`src/rtl/vram_pkg.sv`:
```
// Shared types and default geometry for the screen RAM scan arbiter.
package vram_pkg;

    typedef enum logic [1:0] {
        IDLE  = 2'd0,
        FETCH = 2'd1,
        DRAIN = 2'd2
    } fsm_state_t;

    localparam int COLS_DEF     = 32;
    localparam int ROWS_DEF     = 32;
    localparam int TILE_W_DEF   = 20;
    localparam int TILE_H_DEF   = 15;
    localparam int H_ACTIVE_DEF = 640;
    localparam int V_TOTAL_DEF  = 525;

    localparam logic [15:0] WIN_BASE = 16'h0200;

endpackage

```
`src/rtl/vram_scan_arbiter_if.sv`:
```
// CPU MMIO bus and single-port screen RAM bus seen by the scan arbiter.
interface vram_scan_arbiter_if;

    logic        cpu_req;
    logic        cpu_we;
    logic [15:0] cpu_addr;
    logic [7:0]  cpu_wdata;
    logic        cpu_ack;
    logic [7:0]  cpu_rdata;

    logic [9:0]  ram_addr;
    logic [7:0]  ram_wdata;
    logic        ram_we;
    logic [7:0]  ram_rdata;

    // slave: the arbiter; master: CPU plus RAM side
    modport slave (
        input  cpu_req, cpu_we, cpu_addr, cpu_wdata, ram_rdata,
        output cpu_ack, cpu_rdata, ram_addr, ram_wdata, ram_we
    );

    modport master (
        output cpu_req, cpu_we, cpu_addr, cpu_wdata, ram_rdata,
        input  cpu_ack, cpu_rdata, ram_addr, ram_wdata, ram_we
    );

endinterface

```
`src/rtl/vram_line_buffer.sv`:
```
// One tile row of bytes: single write port filled by the row fetch, registered read port for scanout.
module vram_line_buffer
    import vram_pkg::*;
#(
    parameter int COLS = COLS_DEF,
    parameter int W    = 8,
    parameter int AW   = $clog2(COLS)
) (
    input  logic          clock,
    input  logic          reset_n,
    input  logic          we,
    input  logic [AW-1:0] waddr,
    input  logic [W-1:0]  wdata,
    input  logic [AW-1:0] raddr,
    output logic [W-1:0]  rdata
);

    logic [W-1:0] mem [COLS];

    // storage is deliberately unreset; the top masks it until a row has landed
    always_ff @(posedge clock) begin
        if (we) mem[waddr] <= wdata;
    end

    always_ff @(posedge clock or negedge reset_n) begin
        if (!reset_n) rdata <= '0;
        else          rdata <= mem[raddr];
    end

endmodule

```
`src/rtl/vram_scan_arbiter.sv`:
```
// Screen RAM owner: hblank row prefetch into a line buffer, CPU MMIO access while idle.
// Optional feature: define VRAM_CPU_READ_EN to let CPU reads inside the window reach the RAM.
module vram_scan_arbiter
    import vram_pkg::*;
#(
    parameter int COLS     = COLS_DEF,
    parameter int ROWS     = ROWS_DEF,
    parameter int TILE_W   = TILE_W_DEF,
    parameter int TILE_H   = TILE_H_DEF,
    parameter int H_ACTIVE = H_ACTIVE_DEF,
    parameter int V_TOTAL  = V_TOTAL_DEF
) (
    input  logic                clock,
    input  logic                reset_n,
    vram_scan_arbiter_if.slave  bus,
    input  logic [9:0]          x_addr,
    input  logic [9:0]          y_addr,
    output logic [7:0]          pixel_data,
    output logic                pixel_valid,
    output logic                fetch_late
);

    localparam int CW        = $clog2(COLS);
    localparam int RW        = $clog2(ROWS);
    localparam int PW        = $clog2(TILE_W);
    localparam int WIN_SIZE  = COLS * ROWS;
    localparam int VIS_LINES = ROWS * TILE_H;

    fsm_state_t    state, state_nxt;
    logic [CW-1:0] col, col_nxt;
    logic [RW-1:0] row, row_nxt;
    logic [9:0]    x_prev;
    logic          x_chg;
    logic          trig;
    logic [RW-1:0] trig_row;
    logic          live;
    logic          accept, in_win, cpu_ram;
    logic [9:0]    win_off;
    logic          cpu_ack_q;
    logic          cap_vld;
    logic [CW-1:0] cap_idx;
    logic          buf_valid;
    logic [CW:0]   tcol, tcol_nxt;
    logic [PW-1:0] tpix, tpix_nxt;
    logic [7:0]    lb_rdata;

    assign x_chg = (x_addr != x_prev);

    // Row-start lines are fixed constants, so the match is a bank of equality compares.
    always_comb begin
        trig     = 1'b0;
        trig_row = '0;
        if (x_chg && x_addr == 10'(H_ACTIVE)) begin
            if (y_addr == 10'(V_TOTAL - 1)) trig = 1'b1;
            for (int r = 1; r < ROWS; r++) begin
                if (y_addr == 10'(r * TILE_H - 1)) begin
                    trig     = 1'b1;
                    trig_row = RW'(r);
                end
            end
        end
    end

    assign in_win  = (bus.cpu_addr >= WIN_BASE) && (bus.cpu_addr < WIN_BASE + 16'(WIN_SIZE));
    assign win_off = 10'(bus.cpu_addr - WIN_BASE);
    assign accept  = live && (state == IDLE) && bus.cpu_req && !cpu_ack_q;

`ifdef VRAM_CPU_READ_EN
    logic rd_pend;
    assign cpu_ram       = in_win;
    assign bus.cpu_rdata = (cpu_ack_q && rd_pend) ? bus.ram_rdata : 8'h00;
`else
    assign cpu_ram       = in_win && bus.cpu_we;
    assign bus.cpu_rdata = 8'h00;
`endif

    always_comb begin
        state_nxt = state;
        col_nxt   = col;
        row_nxt   = row;
        unique case (state)
            IDLE: begin
                // a CPU access accepted this cycle finishes now; the fetch begins next clock
                if (trig) begin
                    state_nxt = FETCH;
                    col_nxt   = '0;
                    row_nxt   = trig_row;
                end
            end
            FETCH: begin
                col_nxt = col + CW'(1);
                if (col == CW'(COLS - 1)) state_nxt = DRAIN;
            end
            DRAIN:   state_nxt = IDLE;
            default: state_nxt = IDLE;
        endcase
    end

    always_comb begin
        bus.ram_addr  = '0;
        bus.ram_we    = 1'b0;
        bus.ram_wdata = '0;
        if (state == FETCH) begin
            bus.ram_addr = 10'(int'(row) * COLS + int'(col));
        end else if (accept && cpu_ram) begin
            bus.ram_addr  = win_off;
            bus.ram_we    = bus.cpu_we;
            bus.ram_wdata = bus.cpu_we ? bus.cpu_wdata : 8'h00;
        end
    end

    always_ff @(posedge clock or negedge reset_n) begin
        if (!reset_n) begin
            state     <= IDLE;
            col       <= '0;
            row       <= '0;
            x_prev    <= '0;
            live      <= 1'b0;
            cpu_ack_q <= 1'b0;
            cap_vld   <= 1'b0;
            cap_idx   <= '0;
            buf_valid <= 1'b0;
            fetch_late  <= 1'b0;
            pixel_valid <= 1'b0;
        end else begin
            state     <= state_nxt;
            col       <= col_nxt;
            row       <= row_nxt;
            x_prev    <= x_addr;
            live      <= 1'b1;
            cpu_ack_q <= accept;
            // RAM answers one clock after the address, so capture trails issue by one
            cap_vld   <= (state == FETCH);
            cap_idx   <= col;
            if (state == DRAIN) buf_valid <= 1'b1;
            if (x_chg && x_addr == 10'd0 && y_addr < 10'(VIS_LINES) && state != IDLE)
                fetch_late <= 1'b1;
            pixel_valid <= (x_addr < 10'(H_ACTIVE)) && (y_addr < 10'(VIS_LINES));
        end
    end

`ifdef VRAM_CPU_READ_EN
    always_ff @(posedge clock or negedge reset_n) begin
        if (!reset_n) rd_pend <= 1'b0;
        else          rd_pend <= accept && in_win && !bus.cpu_we;
    end
`endif

    assign bus.cpu_ack = cpu_ack_q;

    always_comb begin
        tcol_nxt = tcol;
        tpix_nxt = tpix;
        if (x_chg) begin
            if (x_addr == 10'd0) begin
                tcol_nxt = '0;
                tpix_nxt = '0;
            end else if (tpix == PW'(TILE_W - 1)) begin
                tcol_nxt = tcol + (CW+1)'(1);
                tpix_nxt = '0;
            end else begin
                tpix_nxt = tpix + PW'(1);
            end
        end
    end

    always_ff @(posedge clock or negedge reset_n) begin
        if (!reset_n) begin
            tcol <= '0;
            tpix <= '0;
        end else begin
            tcol <= tcol_nxt;
            tpix <= tpix_nxt;
        end
    end

    // read with the next column so the byte lands one clock after the x change
    vram_line_buffer #(.COLS(COLS), .W(8)) u_lbuf (
        .clock   (clock),
        .reset_n (reset_n),
        .we      (cap_vld),
        .waddr   (cap_idx),
        .wdata   (bus.ram_rdata),
        .raddr   (tcol_nxt[CW-1:0]),
        .rdata   (lb_rdata)
    );

    assign pixel_data = buf_valid ? lb_rdata : 8'h00;

endmodule

```
`src/flat_wrapper.sv`:
```
// flat-port wrapper written by rule: the top's interface ports become plain ports
module vram_scan_arbiter_flat import vram_pkg::*;
#(
    parameter int COLS     = COLS_DEF,
    parameter int ROWS     = ROWS_DEF,
    parameter int TILE_W   = TILE_W_DEF,
    parameter int TILE_H   = TILE_H_DEF,
    parameter int H_ACTIVE = H_ACTIVE_DEF,
    parameter int V_TOTAL  = V_TOTAL_DEF
)
  (clock, reset_n, x_addr, y_addr, pixel_data, pixel_valid, fetch_late, bus_cpu_req, bus_cpu_we, bus_cpu_addr, bus_cpu_wdata, bus_ram_rdata, bus_cpu_ack, bus_cpu_rdata, bus_ram_addr, bus_ram_wdata, bus_ram_we);
  vram_scan_arbiter_if bus_i ();
  input  logic clock;
  input  logic reset_n;
  input  logic [9:0] x_addr;
  input  logic [9:0] y_addr;
  output logic [7:0] pixel_data;
  output logic pixel_valid;
  output logic fetch_late;
  input wire logic [$bits(bus_i.cpu_req)-1:0] bus_cpu_req;
  input wire logic [$bits(bus_i.cpu_we)-1:0] bus_cpu_we;
  input wire logic [$bits(bus_i.cpu_addr)-1:0] bus_cpu_addr;
  input wire logic [$bits(bus_i.cpu_wdata)-1:0] bus_cpu_wdata;
  input wire logic [$bits(bus_i.ram_rdata)-1:0] bus_ram_rdata;
  output wire logic [$bits(bus_i.cpu_ack)-1:0] bus_cpu_ack;
  output wire logic [$bits(bus_i.cpu_rdata)-1:0] bus_cpu_rdata;
  output wire logic [$bits(bus_i.ram_addr)-1:0] bus_ram_addr;
  output wire logic [$bits(bus_i.ram_wdata)-1:0] bus_ram_wdata;
  output wire logic [$bits(bus_i.ram_we)-1:0] bus_ram_we;
  assign bus_i.cpu_req = bus_cpu_req;
  assign bus_i.cpu_we = bus_cpu_we;
  assign bus_i.cpu_addr = bus_cpu_addr;
  assign bus_i.cpu_wdata = bus_cpu_wdata;
  assign bus_i.ram_rdata = bus_ram_rdata;
  assign bus_cpu_ack = bus_i.cpu_ack;
  assign bus_cpu_rdata = bus_i.cpu_rdata;
  assign bus_ram_addr = bus_i.ram_addr;
  assign bus_ram_wdata = bus_i.ram_wdata;
  assign bus_ram_we = bus_i.ram_we;
  vram_scan_arbiter #(.COLS(COLS), .ROWS(ROWS), .TILE_W(TILE_W), .TILE_H(TILE_H), .H_ACTIVE(H_ACTIVE), .V_TOTAL(V_TOTAL)) u_core (.clock(clock), .reset_n(reset_n), .bus(bus_i), .x_addr(x_addr), .y_addr(y_addr), .pixel_data(pixel_data), .pixel_valid(pixel_valid), .fetch_late(fetch_late));
endmodule
```
`config.mk`:
```
export PLATFORM = sky130hd
export DESIGN_NAME = vram_scan_arbiter_flat
export DESIGN_NICKNAME = d
export VERILOG_FILES = /design/src/rtl/vram_pkg.sv /design/src/rtl/vram_scan_arbiter_if.sv /design/src/rtl/vram_line_buffer.sv /design/src/rtl/vram_scan_arbiter.sv /design/src/flat_wrapper.sv
export SDC_FILE = /design/constraint.sdc
export NUM_CORES = 1
export LEC_CHECK = 0
export ABC_CLOCK_PERIOD_IN_PS = 4180
export BUFFER_PORTS_ARGS = -buffer_cell sky130_fd_sc_hd__buf_2
export CAP_MARGIN = 0
export CORE_ASPECT_RATIO = 0.5
export CORE_MARGIN = 3
export CORE_UTILIZATION = 44
export DETAILED_ROUTE_END_ITERATION = 7
export PLACE_DENSITY = 0.61
export SLEW_MARGIN = 15
export SYNTH_ARGS = -nofsm -noshare
export SYNTH_HDL_FRONTEND = slang
export SYNTH_HIERARCHICAL = 1
export SYNTH_SLANG_ARGS = --single-unit
```
`constraint.sdc`:
```
create_clock -name clock -period 4.18 [get_ports clock]
set_input_delay 0.418 -clock clock [delete_from_list [all_inputs] [get_ports clock]]
set_output_delay 0.418 -clock clock [all_outputs]
set_load 0.005 [all_outputs]
```
==> reports/metrics.cfg, run 1 <==
[sta]
slew_headroom_pct=24.4
min_period_ns=3.63
grt_setup_unrepaired=false
whs_ns=0.0247
fin_crit_sh_pct=86.8
worst_pin_slew_ns=1.13
fmax_ghz=0.276
fin_skew_ns=0.0117
layout_setup_ws_ns=0.553
finalSetupViolations=0
final_max_slew_viol_count=0
finalSetupTns_ns=0
hold_viol_final=0

[cells_and_area]
drive_above_1_share_pct=29.8
fin_util_pct=52.1
antenna_cells=0
final_nets=876
area.growth.synth_to_final_pct=14.4

[critical_path]
path_delay_family=multiplexers
crit_chain=dlygate4sd3_1 -> buf_2 -> xor2_1 -> nor4_1 -> nand4_1 -> and2_1 -> nor2_4 -> buf_12 -> mux4_2 -> mux4_2 -> mux2_2
start_kind=primary input
cp-startpoint=x_addr[4]
path_class=in2reg
critPathSlowestCell=mux4_2
cp_common_cell=mux4_2
crit_arrival_ns=4.05
max_stage_delay_ns=0.60
cp-end-kind=flop
required_ns=4.61
crit_buf_inv=3
rr_startpoint=u_core/x_prev[6]$_DFF_PN0_
cp_max_fo=39

[clock_network]
cts_setup_buffers=0
path_clk_slew_ns=0.06
clock-sinks=307
cts_tree=built
cts-root-buf=clkbuf_16
clockBufferDepth=3
cts-htree-levels=1
clk_latency_ns=0.54
cts_buffers=28

[global_routing]
grt_pass1_vias=6966
grt.overflow.total=0
grt_max_degree=65
grt_pass1_wl_mm=44.0
grt_usage_pct=18.7
antenna_found_initial=0

[yosys]
synth-seq-cells=307
synth_top_area_share_pct=59.8
synth_area_leaders=edfxtp_1 (60%), mux4_2 (14%), dfrtp_1 (9.9%)
syn_area_um2=12900
synth_edf_count=256
yosysWarningCount=6
synthArstFlopShare_pct=16.6
synth.most_common_cell=edfxtp_1
yosysTopAreaCell=edfxtp_1
synth_top_flop_cell=edfxtp_1
syn_area_per_cell_um2=17.7
ys_seq_area_share_pct=69.7
synth.distinct_cells=65
syn_inst=726
synth_common_cells=edfxtp_1 (256), mux4_2 (80), nor2_1 (54), dfrtp_1 (51), nand2_1 (27)

[drt]
drt_first_pass_iters=5
met3_length_mm=2.33
wl_mm=28.5
m1WireLength_mm=12.5
vias=7072
viasPerCell=5.80
routed.top_layer=met4
ant_nets=0
routedWlPerCell_um=23.4
drc=0
drt_iter0_markers=571
met2_length_mm=13.2

[die]
dieWidth_um=248
die-area_um2=31400
row_count=43
initial_utilization_pct=45.5
core-area_um2=28200
io_pins=94
die_y_um=127

[place]
io_buffer_count=85
dp_hpwl_mm=18.2
gp_congestion=0.856
place_worst_setup_slack_ns=0.437

[worst_hold_path]
min-delay-start=x_addr[1]
hp-class=in2reg

[pwr]
ir_drop_uv=290
powerDensity_nw_per_um2=530
p_leak_uw=0.00498
finalPower_uw=7800

[outcome]
status=completed

[flow_run]
cap_violations=0

[report_power, final]
group	switching, µW	internal [µW]
combinational	732	823
sequential	67.9	3400
clock	1110	1670
[stage by stage]
step           cells  area [µm²]
4_1_cts         1219       14700
6_report        1220       14700
3_3_place_gp    1166       13700
2_1_floorplan    733       12900
3_5_place_dp    1166       13700
5_1_grt         1220       14700
[final cells by class]
class	count	area (µm²)
clock buffers	35	758
clock inverters	17	256
fillers	2239	13500
inverters	11	41.3
multi-input cells	371	3660
flip-flops and latches	307	8960
well taps	382	478
repair buffers	97	558
[repair_timing]
item	4_1_cts	5_1_grt
endpoints found under the hold margin	12	1
resized for setup	0	0
hold buffers	1	1
[worst paths after layout]
| path | end | slack, ns | cells after the start |
|---|---|---|---|
| worst max-delay path | u_core/u_lbuf/rdata[3]$_DFF_PN0_ | 0.55 | 11 |
| worst min register to register | u_core/fetch_late$_DFFE_PN0P_ | 0.48 | 1 |
| max in group asynchronous | u_core/row[0]$_DFFE_PN0P_ | 2.97 | 3 |
| min in group asynchronous | u_core/u_lbuf/rdata[2]$_DFF_PN0_ | 0.35 | 2 |
| worst max register to register | u_core/u_lbuf/rdata[3]$_DFF_PN0_ | 0.65 | 9 |
| worst min-delay path | u_core/x_prev[1]$_DFF_PN0_ | 0.02 | 1 |
[sequential cells by signal, indices dropped and copies added, names as in the netlist]
name,count
u_core/buf_valid,1
u_core/bus.cpu_ack,1
u_core/cap_idx,5
u_core/cap_vld,1
u_core/col,5
u_core/fetch_late,1
u_core/live,1
u_core/pixel_valid,1
u_core/row,5
u_core/state,2
u_core/tcol,5
u_core/tpix,5
u_core/u_lbuf/mem,256
u_core/u_lbuf/rdata,8
u_core/x_prev,10
[cell families after synthesis]
| group | Yosys count | share of synthesized area, % |
|---|---|---|
| simple gates | 181 | 7.46 |
| other cells | 2 | 0.0584 |
| xor+xnor | 17 | 1.16 |
| buf+inv | 55 | 2.26 |
| compound gates | 67 | 3.81 |
| fa+ha+maj | 4 | 0.389 |
| mux | 93 | 15.2 |
| flops | 307 | 69.7 |
[layout by cell type, fill, tap and decap left out, types with 8 or more instances in the layout]
cell type / n
dfrtp_1: 51
xor2_1: 13
nor2_1: 52
nand2_1: 27
nand3_1: 16
inv_1: 10
buf_2: 85
clkbuf_16: 29
nand2b_1: 8
nand3b_1: 9
mux4_2: 80
edfxtp_1: 256
and2_1: 18
o21ai_0: 19
mux2_2: 9
a22o_1: 9
conb_1: 9
[worst register-to-register path: stages (launching register included)]
cell and delay [ns]:
dfrtp_1 0.37, xor2_1 0.16, nor4_1 0.32, nand4_1 0.25, and2_1 0.33, nor2_4 0.21
buf_12 0.31, mux4_2 0.64, mux4_2 0.54, mux2_2 0.28
[metal layers]
metal	up-vias	global-route usage [%]
met1	3677	28.3
met3	32	3.25
met4	0	3.39
met5	-	0
met2	311	29.0
li1	3052	-
No activity file was read; power rests on OpenSTA's default activity.
==> run 2, diff against run 1 <==
==> constraint.sdc (replaced) <==
create_clock -name clock -period 4.18 [get_ports clock]
set_input_delay 0.627 -clock clock [delete_from_list [all_inputs] [get_ports clock]]
set_output_delay 0.627 -clock clock [all_outputs]
set_load 0.005 [all_outputs]
==> run 2 against run 1 <==
Against the previous run:
- cell area decreased by 0.60%
- first-iteration DRC count increased by 8.9%
- flip-flop and latch count unchanged
- total power decreased by 2.9%
- setup slack improved by 0.077 ns
- highest routed layer is now met5
- critical path depth unchanged
- cell count increased by 0.33%
- register-to-register slack got worse by 0.02 ns
- utilization decreased by 0.31 points
- die area unchanged
==> reports/metrics.cfg, run 2 (synthesis results as in run 1) <==
[outcome]
status=completed

[flow_run]
cap_violations=0  ; unchanged

[global_routing]
antenna_found_initial=2  ; +2
grt_pass1_wl_mm=44.1  ; +0.28%
grt_use_met2_pct=28.0  ; -1.1 points
met1_usage_pct=28.7  ; +0.43 points
grt.busiest_layer=met1
grt_max_degree=39  ; -40%
grt_use_met3_pct=4.18  ; +0.93 points
grt_pass1_vias=7036  ; +1.0%
grt.overflow.total=0  ; unchanged
grt_usage_pct=18.9  ; +0.17 points

[cells_and_area]
largest_reg_flops=256  ; unchanged
top_regs=u_core/u_lbuf/mem (256), u_core/x_prev (10), u_core/u_lbuf/rdata (8)
final_cell_mix=edfxtp_1 (256), buf_2 (85), mux4_2 (80), nor2_1 (52), dfrtp_1 (51)
final_nets=880  ; +0.46%
antenna_cells=0  ; unchanged
final_common_cell=edfxtp_1
top_register=u_core/u_lbuf/mem
area.growth.synth_to_final_pct=13.7
drive_above_1_share_pct=29.1  ; -0.74 points
fin_area_um2=14600  ; -0.60%
fin_util_pct=51.8  ; -0.31 points

[sta]
fin_skew_ns=0.0214  ; +0.00971 ns
layout_setup_ws_ns=0.630  ; +0.0773 ns
finalSetupTns_ns=0  ; unchanged
hold_viol_final=0  ; unchanged
slew_headroom_pct=28.8  ; +4.4 points
min_period_ns=3.55  ; -0.0773 ns
fmax_ghz=0.282  ; +2.2%
finalSetupViolations=0  ; unchanged
final_max_slew_viol_count=0  ; unchanged
worst_pin_slew_ns=1.06  ; -0.0661 ns
grt_setup_unrepaired=false
fin_crit_sh_pct=84.9  ; -1.8 points

[pwr]
power.switching_uw=1890  ; -0.90%
p_comb_share_pct=21.3  ; +1.4 points
pwr-share-clk_pct=33.0  ; -2.6 points
p_sw_share_pct=25.0  ; +0.49 points
intPower_uw=5680  ; -3.5%
ir_drop_uv=325  ; +12%
powerDensity_nw_per_um2=518  ; -2.3%
pwr-share-seq_pct=45.7  ; +1.2 points
p_leak_uw=0.00495  ; -0.73%

[clock_network]
clock-sinks=307  ; unchanged
cts_hold_buffers=0  ; -1
clk_latency_ns=0.55  ; about the same
cts_setup_buffers=0  ; unchanged
cts-root-buf=clkbuf_16
cts_buffers=28  ; unchanged
cts_resized=0  ; unchanged
clockBufferDepth=3  ; unchanged
cts-htree-levels=1  ; unchanged
path_clk_slew_ns=0.06  ; about the same
cts_tree=built

[drt]
ant_nets=0  ; unchanged
drt_iter0_markers=622  ; +8.9%
vias=7102  ; +0.42%
routedWlPerCell_um=23.6  ; +0.67%
wl_mm=28.8  ; +1.0%
drc=0  ; unchanged
drt_first_pass_iters=5  ; unchanged
viasPerCell=5.80  ; about the same

[place]
place_worst_setup_slack_ns=0.220  ; -0.217 ns
dpl-instance-area_um2=13700  ; +0.42%
gp_congestion=0.859  ; +0.44%
io_buffer_count=85  ; unchanged
dp_hpwl_mm=18.8  ; +3.6%

[die]
die-area_um2=31400  ; unchanged
row_count=43  ; unchanged
dieWidth_um=248  ; unchanged
io_pins=94  ; unchanged
core-area_um2=28200  ; unchanged
die_y_um=127  ; unchanged
initial_utilization_pct=45.5  ; unchanged

[critical_path]
cp-end-kind=flop
crit_arrival_ns=3.98  ; -0.07 ns
start_kind=flop
required_ns=4.61  ; about the same
cp_max_fo=21  ; -46%
path_class=reg2reg

[worst_hold_path]
hp-class=in2async

==> run 2: cell count changes in the layout (fill, tap and decap cells not counted) <==
| cell | change |
|---|---|
| buf_12 | +1 |
| buf_4 | +5 |
| bufinv_16 | -4 |
| clkbuf_1 | +11 |
| clkbuf_16 | -1 |
| clkbuf_8 | +2 |
| clkinv_2 | -3 |
| clkinv_4 | -2 |
| clkinv_8 | +1 |
| clkinvlp_4 | -3 |
| dlygate4sd3_1 | -2 |
| inv_8 | -1 |
==> run 2: metrics by stage <==
stage | hold WS, ns | instances | total power, µW
6_report | 0.198 | 1224 | 7580
5_1_grt | 0.226 | 1224 | 7900
3_3_place_gp | 0.449 | 1172 | 5140
4_1_cts | 0.217 | 1224 | 7650
3_5_place_dp | 0.454 | 1172 | 5170
2_1_floorplan | 0.331 | 733 | 4640
==> run 2: path summary, 6_finish.rpt <==
kind	slack [ns]	to	start	cells past startpoint
setup / recovery	0.63	u_core/u_lbuf/rdata[7]$_DFF_PN0_	u_core/x_prev[1]$_DFF_PN0_	11
hold / removal	0.20	u_core/u_lbuf/rdata[0]$_DFF_PN0_	reset_n	1
setup reg to reg	0.63	u_core/u_lbuf/rdata[7]$_DFF_PN0_	u_core/x_prev[1]$_DFF_PN0_	11
hold reg to reg	0.47	u_core/fetch_late$_DFFE_PN0P_	u_core/fetch_late$_DFFE_PN0P_	1
max in group asynchronous	3.18	u_core/live$_DFF_PN0_	reset_n	2
min in group clock	0.24	u_core/x_prev[1]$_DFF_PN0_	x_addr[1]	1
==> run 2: cell type report <==
| type | count | area, µm² |
|---|---|---|
| fillers | 2265 | 13600 |
| flip-flops and latches | 307 | 8960 |
| multi-input cells | 371 | 3660 |
| clock buffers | 47 | 802 |
| repair buffers | 101 | 596 |
| well taps | 382 | 478 |
| clock inverters | 5 | 86.3 |
| inverters | 11 | 41.3 |
==> run 2: worst max-delay path: stages (launching register included) <==
cell	delay, ns
dfrtp_1	0.38
xor2_1	0.14
nor4_1	0.33
nand4_1	0.25
nand2_1	0.22
xor2_1	0.13
nor2_4	0.13
buf_12	0.22
buf_12	0.22
mux4_2	0.56
mux4_2	0.54
mux2_2	0.30
==> run 2: power by group through the flow <==
stage | sequential (µW) | combinational (µW) | clock, µW
after floorplan | 3500 | 1140 | 0
after CTS | 3470 | 1640 | 2540
after detailed placement | 3530 | 1630 | 0
after global placement | 3530 | 1610 | 0
after global routing | 3470 | 1740 | 2690
final | 3460 | 1620 | 2500
==> run 2: layer usage <==
metal,vias to the layer above,share of wire [%]
met5,-,0.045
met4,2,2.0
met3,33,8.0
met2,308,45
met1,3689,45
li1,3070,-
==> run 3, diff against run 2 <==
--- a/config.mk
+++ b/config.mk
@@ -5,7 +5,7 @@
 export SDC_FILE = /design/constraint.sdc
 export NUM_CORES = 1
 export LEC_CHECK = 0
-export ABC_CLOCK_PERIOD_IN_PS = 4180
+export ABC_CLOCK_PERIOD_IN_PS = 3390
 export BUFFER_PORTS_ARGS = -buffer_cell sky130_fd_sc_hd__buf_2
 export CAP_MARGIN = 0
 export CORE_ASPECT_RATIO = 0.5
==> constraint.sdc (replaced) <==
create_clock -name clock -period 3.39 [get_ports clock]
set_input_delay 0.5085 -clock clock [delete_from_list [all_inputs] [get_ports clock]]
set_output_delay 0.5085 -clock clock [all_outputs]
set_load 0.005 [all_outputs]
==> run 3 against run 2 <==
Against the previous run:
- the run now ends with negative hold slack left
- sequential share of layout area decreased by 2.8 points
- critical path depth unchanged
- fmax increased by 7.4%
- setup slack worse by 0.54 ns
- non-clock buffer count increased by 40
- register-to-register slack got worse by 0.54 ns
- cell count grew 3.3%
- combinational power rose by 57%
- global-route usage shrank 0.20 points
- first-iteration DRC count up 7.4%
- sequential power up 24%
- highest routed layer is now met4
==> reports/metrics.cfg, run 3 (synthesis results as in run 1) <==
[critical_path]
max_stage_delay_ns=0.57  ; about the same
required_ns=3.82  ; -0.79 ns
path_class=reg2reg
crit_chain=xor2_1 -> nor4_2 -> nand4_1 -> nand2_2 -> xor2_2 -> nor2_4 -> buf_12 -> buf_12 -> mux4_2 -> mux4_2 -> mux2_4
path_delay_family=multiplexers
critPathSlowestCell=mux4_2
crit_arrival_ns=3.73  ; -0.25 ns
crit_buf_inv=2  ; unchanged
start_kind=flop
cp_max_fo=6  ; -71%
cp-end-kind=flop

[cells_and_area]
drive_above_1_share_pct=33.3  ; +4.2 points
final_cell_mix=edfxtp_1 (256), buf_2 (85), mux4_2 (80), nor2_1 (52), dfrtp_1 (51)
final_nets=920  ; +4.5%
largest_reg_flops=256  ; unchanged
top_regs=u_core/u_lbuf/mem (256), u_core/x_prev (10), u_core/u_lbuf/rdata (8)
final_common_cell=edfxtp_1
top_register=u_core/u_lbuf/mem
instances_no_fill=1264  ; +3.3%
area.growth.synth_to_final_pct=19.1
antenna_cells=0  ; unchanged
fin_util_pct=54.2  ; +2.5 points

[clock_network]
clockBufferDepth=3  ; unchanged
clk_latency_ns=0.55  ; about the same
cts_tree=built
cts-root-buf=clkbuf_16
path_clk_slew_ns=0.07  ; about the same
cts_hold_buffers=0  ; unchanged
clock-sinks=307  ; unchanged
cts_buffers=28  ; unchanged
cts-htree-levels=1  ; unchanged

[drt]
drt_first_pass_iters=5  ; unchanged
drt_iter0_markers=668  ; +7.4%
wl_mm=29.4  ; +2.1%
viasPerCell=5.78  ; -0.41%
routed.top_layer=met4
met3_length_mm=2.46  ; +6.7%
met2_length_mm=13.9  ; +7.6%
routedWlPerCell_um=23.3  ; -1.1%
drc=0  ; unchanged
vias=7304  ; +2.8%
m1WireLength_mm=12.8  ; -1.5%
ant_nets=0  ; unchanged

[place]
io_buffer_count=85  ; unchanged
place_inst=1194  ; +1.9%
gp_congestion=0.848  ; -1.3%
dp_hpwl_mm=18.8  ; -0.13%

[die]
core-area_um2=28200  ; unchanged
io_pins=94  ; unchanged
die-area_um2=31400  ; unchanged
die_y_um=127  ; unchanged
initial_utilization_pct=45.5  ; unchanged
row_count=43  ; unchanged
dieWidth_um=248  ; unchanged

[global_routing]
grt_pass1_wl_mm=44.2  ; +0.14%
antenna_found_initial=1  ; -1
grt_max_degree=33  ; -15%
grt_pass1_vias=7261  ; +3.2%
grt_usage_pct=18.7  ; -0.20 points
grt.overflow.total=0  ; unchanged

[pwr]
powerDensity_nw_per_um2=662  ; +28%
p_leak_uw=0.00529  ; +6.9%
ir_drop_uv=354  ; +9.0%

[sta]
whs_ns=-0.00146  ; -0.199 ns
fin_skew_ns=0.0263  ; +0.00482 ns
fin_crit_sh_pct=97.5  ; +13 points
grt_setup_unrepaired=true
min_period_ns=3.30  ; -0.246 ns
fmax_ghz=0.303  ; +7.4%
finalSetupViolations=0  ; unchanged
final_max_slew_viol_count=0  ; unchanged
slew_headroom_pct=26.7  ; -2.1 points
hold_viol_final=1  ; +1
worst_pin_slew_ns=1.10  ; +0.0316 ns

[outcome]
violations=negative hold slack
status=finished with violations

[worst_hold_path]
hp-class=in2async

[flow_run]
cap_violations=0  ; unchanged

[run 3: metrics by stage]
stage	worst slack [ns]	setup TNS, ns	instance area, µm²	hold slack [ns]	power, µW
after floorplan	0.00261	0	12900	0.213	5720
after global placement	-0.169	-1.14	14000	0.452	6500
after detailed placement	-0.222	-1.49	14000	0.453	6530
after CTS	0.0150	0	15000	0.0138	9830
after global routing	-0.0750	-0.398	15300	0.0401	10500
final	0.0858	0	15300	-0.00146	10100
[run 3: final timing paths]
check / startpoint / endpoint / slack, ns / cells after the start
min in group clock: x_addr[1] / u_core/x_prev[1]$_DFF_PN0_ / 0.12 / 1
max in group asynchronous: reset_n / u_core/row[2]$_DFFE_PN0P_ / 2.56 / 2
setup / recovery: u_core/x_prev[5]$_DFF_PN0_ / u_core/u_lbuf/rdata[7]$_DFF_PN0_ / 0.09 / 11
setup reg to reg: u_core/x_prev[5]$_DFF_PN0_ / u_core/u_lbuf/rdata[7]$_DFF_PN0_ / 0.09 / 11
hold reg to reg: u_core/fetch_late$_DFFE_PN0P_ / u_core/fetch_late$_DFFE_PN0P_ / 0.46 / 1
hold / removal: reset_n / u_core/u_lbuf/rdata[4]$_DFF_PN0_ / -0.001 / 1
[run 3: area by class of cell]
cell class / instances / area (µm²)
repair buffers: 141 / 1140
well taps: 382 / 478
clock inverters: 8 / 180
flip-flops and latches: 307 / 8960
multi-input cells: 371 / 3720
fillers: 2223 / 12900
clock buffers: 44 / 791
inverters: 11 / 41.3
[run 3: per-layer routing]
layer | global-route usage, % | up-vias
li1 | - | 3144
met1 | 28.0 | 3831
met2 | 29.9 | 307
met3 | 2.98 | 22
met4 | 2.64 | 0
met5 | 0 | -
[run 3: timing repair]
action	in CTS	in global routing
buffers inserted	0	14
gates resized for setup	0	20
endpoints found under the hold margin	0	0
setup endpoints to repair	0	8
[run 3: power breakdown]
part | internal (µW) | switching, µW
Combinational | 1490 | 1060
Sequential | 4190 | 86.1
Clock | 1990 | 1320
Total | 7670 | 2470
